<file path="src/rtl/trs_char_renderer.sv">
// TRS-80 64x16 text/block-graphics pixel source for a 640x480 frame.
// Five-stage pipeline: VRAM fetch, font fetch, pixel decode; rgb lags cx/cy by LATENCY cycles.
module trs_char_renderer #(
  parameter int          X_START    = 64,
  parameter int          Y_START    = 48,
  parameter logic [23:0] FG_RGB     = 24'hFFFFFF,
  parameter logic [23:0] BG_RGB     = 24'h000000,
  parameter logic [23:0] BORDER_RGB = 24'h000000,
  parameter int          LATENCY    = 5
) (
  input  logic        clk_pixel,
  input  logic        resetn,
  input  logic [9:0]  cx,
  input  logic [9:0]  cy,
  input  logic        mode32,
  output logic [9:0]  vram_addr,
  input  logic [7:0]  vram_data,
  output logic [10:0] font_addr,
  input  logic [7:0]  font_data,
  output logic [23:0] rgb
);

  if (LATENCY != 5) begin : g_latency_check
    $error("trs_char_renderer: pipeline depth is fixed at 5 cycles");
  end

  localparam logic [9:0] X0 = 10'(X_START);
  localparam logic [9:0] X1 = 10'(X_START + 512);
  localparam logic [9:0] Y0 = 10'(Y_START);
  localparam logic [9:0] Y1 = 10'(Y_START + 384);

  logic [3:0] row;
  logic [4:0] line;
  logic       in_window;
  logic [8:0] hx;
  logic [5:0] col;
  logic [2:0] px;

  assign in_window = (cx >= X0) && (cx < X1) && (cy >= Y0) && (cy < Y1);
  assign hx        = cx[8:0] - X0[8:0];

  // Double-width mode fetches only even cells and stretches each pixel over two columns.
  always_comb begin
    col = hx[8:3];
    px  = hx[2:0];
    if (mode32) begin
      col = {hx[8:4], 1'b0};
      px  = hx[3:1];
    end
  end

  // Row/line tracked incrementally once per line (cx==0) instead of dividing vy by 24.
  always_ff @(posedge clk_pixel or negedge resetn) begin
    if (!resetn) begin
      row  <= '0;
      line <= '0;
    end else if (cx == 10'd0) begin
      if (cy == Y0) begin
        row  <= '0;
        line <= '0;
      end else if (cy > Y0 && cy < Y1) begin
        if (line == 5'd23) begin
          line <= '0;
          row  <= row + 4'd1;
        end else begin
          line <= line + 5'd1;
        end
      end
    end
  end

  logic       s1_win, s2_win, s3_win, s4_win;
  logic [2:0] s1_px, s2_px, s3_px, s4_px;
  logic [4:0] s1_line, s2_line, s3_line, s4_line;
  logic [7:0] s3_code, s4_code;

  always_ff @(posedge clk_pixel or negedge resetn) begin
    if (!resetn) begin
      vram_addr <= '0;
      font_addr <= '0;
      s1_win    <= 1'b0;
      s2_win    <= 1'b0;
      s3_win    <= 1'b0;
      s4_win    <= 1'b0;
      s1_px     <= '0;
      s2_px     <= '0;
      s3_px     <= '0;
      s4_px     <= '0;
      s1_line   <= '0;
      s2_line   <= '0;
      s3_line   <= '0;
      s4_line   <= '0;
      s3_code   <= '0;
      s4_code   <= '0;
    end else begin
      if (in_window) vram_addr <= {row, col};
      s1_win  <= in_window;
      s1_px   <= px;
      s1_line <= line;

      s2_win  <= s1_win;
      s2_px   <= s1_px;
      s2_line <= s1_line;

      if (s2_win) font_addr <= {vram_data[6:0], s2_line[4:1]};
      s3_code <= vram_data;
      s3_win  <= s2_win;
      s3_px   <= s2_px;
      s3_line <= s2_line;

      s4_code <= s3_code;
      s4_win  <= s3_win;
      s4_px   <= s3_px;
      s4_line <= s3_line;
    end
  end

  logic [1:0]  band;
  logic        pix_on;
  logic [23:0] pix_rgb;

  // Block graphics: 2x3 grid, bit index = band*2 + right-half.
  always_comb begin
    band = 2'd0;
    if (s4_line >= 5'd16)     band = 2'd2;
    else if (s4_line >= 5'd8) band = 2'd1;
    if (s4_code[7:6] == 2'b10) pix_on = s4_code[{band, s4_px[2]}];
    else                       pix_on = font_data[3'd7 - s4_px];
    if (!s4_win)     pix_rgb = BORDER_RGB;
    else if (pix_on) pix_rgb = FG_RGB;
    else             pix_rgb = BG_RGB;
  end

  always_ff @(posedge clk_pixel or negedge resetn) begin
    if (!resetn) rgb <= '0;
    else         rgb <= pix_rgb;
  end

endmodule

</file>
<file path="config.mk">
export PLATFORM = sky130hd
export DESIGN_NAME = trs_char_renderer
export DESIGN_NICKNAME = d
export VERILOG_FILES = /design/src/rtl/trs_char_renderer.sv
export SDC_FILE = /design/constraint.sdc
export NUM_CORES = 1
export LEC_CHECK = 0
export CORE_ASPECT_RATIO = 1.4
export CORE_UTILIZATION = 47
export DETAILED_ROUTE_END_ITERATION = 6
export PLACE_DENSITY = 0.79
export SLEW_MARGIN = 10
export SYNTH_ARGS = -nofsm -noshare
export SYNTH_HDL_FRONTEND = slang
export SYNTH_SLANG_ARGS = --single-unit
</file>
<file path="constraint.sdc">
create_clock -name clk_pixel -period 2.16 [get_ports clk_pixel]
set_clock_uncertainty 0.15 [all_clocks]
set_input_delay 0.648 -clock clk_pixel [delete_from_list [all_inputs] [get_ports clk_pixel]]
set_output_delay 0.648 -clock clk_pixel [all_outputs]
set_load 0.02 [all_outputs]
</file>
==> flow_metrics.py <==
metrics = {
    "route": {
        "vias_per_cell": 5.14,
        "drt_iter0_markers": 93,
        "drt-total-wl_microns": 5400,
        "antenna_left": 0,
        "drc_errors": 0,
        "dr.pass1.iters": 4,
        "wl_per_cell_microns": 14.9,
        "vias": 1867,
    },
    "timing": {
        "report.final.slew_viol_count": 0,
        "timing_hold_violations_final": 0,
        "post-route-period-util": 0.984,
        "setup_viol": 0,
        "worst_slew_pin_slew_ns": 0.515,
        "max_slew_margin": 0.657,
        "setup-tns-final_ns": 0,
        "fin_crit_ns": 2.13,
        "fmax_mhz": 470,
    },
    "cells_and_area": {
        "syn_to_final_growth_pct": 42.1,
        "fillCellCount": 429,
        "drive_gt1_frac": 0.290,
        "n_antenna_cell": 0,
        "nets": 331,
        "fin_cells": 363,
    },
    "placed_design": {
        "placedCellCount": 346,
        "dpl.hpwl_microns": 3650,
        "portBuffers": 83,
        "gp_congestion": 0.757,
    },
    "clock_network": {
        "cts.path.max_buffers": 2,
        "cts-root-buf": "clkbuf_8",
        "htreeDepth": 3,
        "clock_latency_ns": 0.33,
        "cts_made_buffers": 9,
        "cts.sinks": 75,
        "cts_hold_buf": 0,
        "cts_tree": "built",
        "clk_pin_slew_ns": 0.08,
    },
    "setup_path": {
        "path_depth": 1,
        "cp_max_fo": 2,
        "rrSetupSlack_ns": 0.25,
        "worst-path-buf-inv": 1,
        "cp_slowest_stage_delay_ns": 0.61,
        "r2r_end": "row[2]",
        "critical_path.endpoint": "vram_addr[8]",
        "crit_chain": "clkdlybuf4s50_1",
        "cpMaxStageDelayCell": "clkdlybuf4s50_1",
        "startpoint_type": "register",
        "critPathKind": "register to output port",
        "startpoint": "vram_addr[8]",
        "required_ns": 1.36,
        "crit_family": "buffers and inverters",
        "worst_setup_path_end_kind": "output port",
        "rr_worst_depth": 5,
        "worstReg2RegStart": "line[0]",
        "worstPathArrival_ns": 1.33,
    },
    "pwr": {
        "p_per_area_nw_per_um2": 789,
        "p_leak_uw": 0.00205,
        "peakVddDrop_mv": 0.422,
    },
    "die": {
        "coreArea_sq_um": 5950,
        "die_area_sq_um": 6600,
        "ios": 84,
        "fp.dieH_microns": 95.7,
        "die_x_microns": 69.0,
        "initial_utilization": 0.496,
        "placementRows": 33,
    },
    "global_route": {
        "grt_use_total": 0.177,
        "antenna_found_initial": 0,
        "gr-total-overflow": 0,
        "grt_pass1_wl_microns": 8320,
        "grt_max_degree": 76,
        "grt_pass1_vias": 1849,
    },
    "synth": {
        "synth.avg_cell_area_sq_um": 14.5,
        "syn_area_sq_um": 2950,
        "synth.yosys.warnings": 0,
        "netlist_instances": 203,
        "ys_seq_elements": 75,
        "yosys.area.top_type": "dfrtp_1",
        "synth_area_leaders": "dfrtp_1, buf_4, mux2_2",
        "ys_seq_area_frac": 0.636,
        "synth_top_area_frac": 0.636,
        "synth_nets": 246,
        "synth_cell_types": 43,
    },
    "run_status": {
        "status": "finished clean",
    },
    "worst_hold_path": {
        "hold_class": "input pin to asynchronous set/reset pin",
    },
    "job": {
        "max_cap_viol_count": 0,
    },
}
## synth_stat cells, drive strengths merged
cell type  count
o31ai         10
buf           26
and3           1
a32oi          2
clkbuf         4
nor4           3
xor2           1
mux2i          5
nand2          4
nor2           1
or2            1
ha             4
a21boi         1
or2b           1
nand3b         2
dfrtp         75
and4b          1
nand2b         3
and2           1
a211o          1
o21ba          1
nand4b         2
mux2          23
nand3          2
a211oi         1
o21ai          7
inv            5
a31oi          4
o22ai          1
nor2b          1
mux4           2
o2111ai        1
nand4          1
or3b           2
a21oi          3
## routing by layer
layer	wire length [microns]	GRT usage
met5	0	0
met4	83	0.0969
met3	338	0.0344
met2	2900	0.308
met1	2080	0.196
## kinds of logic after synthesis
| group | after synthesis | share of synthesized area |
|---|---|---|
| compound gates | 32 | 0.0768 |
| xor+xnor | 1 | 0.00297 |
| fa+ha+maj | 4 | 0.0170 |
| buf+inv | 35 | 0.0776 |
| flops | 75 | 0.636 |
| mux | 30 | 0.120 |
| simple gates | 26 | 0.0696 |
## cell usage in the layout, fill, tap and decap left out, drive strengths merged, types with 2 or more instances in the layout
cell,instances
dfrtp,75
clkdlybuf4s50,44
dlygate4sd2,27
buf,23
mux2,23
clkbuf,12
o31ai,10
dlymetal6s2s,9
o21ai,7
inv,6
mux2i,5
nand2,4
a31oi,4
ha,4
nor4,3
nand2b,3
a21oi,3
or3b,2
mux4,2
nand3,2
a32oi,2
nand4b,2
bufinv,2
nand3b,2
## power breakdown
group          total, uW  internal [uW]  switching, uW
Sequential          1550           1500           54.0
Clock               1180            689            495
Combinational        569            307            262
Total               3310           2500            811
## cell type report
cell class | instances | area, sq um | share of cell area
Clock inverter | 5 | 85.1 | 0.0203
Timing Repair Buffer | 104 | 992 | 0.237
Multi-Input combinational cell | 93 | 972 | 0.232
Sequential cell | 75 | 1880 | 0.448
Inverter | 5 | 36.3 | 0.00866
Clock buffer | 11 | 141 | 0.0337
Tap cell | 70 | 87.6 | 0.0209
## worst reg2reg max path: cells and delay by family (launching register included)
family                     cells  cell delay (ns)
adders and majority gates      1             0.29
and+or+nand+nor                1             0.40
AOI/OAI and AO/OA              3             0.53
DFF                            1             0.42
## flip-flops by register name, indices dropped and copies added, names as in the netlist, 2 cells and up
signal and flops:
s2_line 4, s3_code 8, s4_px 3, row 4, vram_addr 10, s1_line 4, font_addr 11, s3_line 2
s2_px 3, s4_code 8, s1_px 3, s3_px 3, line 5, s4_line 2
## repair_timing
item,CTS,global route
endpoints found under the setup margin,44,21
pin swaps,4,9
setup buffers,0,1
gates cloned,0,0
gates resized for setup,35,27
## how the worst min path moves through the flow
stage	slack [ns]	cells after the start	from	end
after detailed placement	0.18	0	s1_line[4]	s2_line[4]
after floorplan	0.18	0	s1_line[1]	s2_line[1]
final	0.16	2	resetn	line[1]
after CTS	0.17	2	resetn	line[1]
after global routing	0.19	2	resetn	s3_line[3]
after global placement	0.18	0	s3_px[1]	s4_px[1]
## metrics by stage
step           instance area (sq um)  power [uW]  utilization  setup WS, ns  hold slack, ns
6_report                        4190        3310        0.705        0.0341           0.158
5_1_grt                         4190        3450        0.705       -0.0108           0.186
4_1_cts                         4100        3340        0.689       -0.0147           0.172
3_5_place_dp                    3890        2170        0.654        -0.866           0.185
3_3_place_gp                    3890        2160        0.654        -0.801           0.181
2_1_floorplan                   3010        1870            -        -0.112           0.181
No activity file was read; power rests on OpenSTA's default activity.
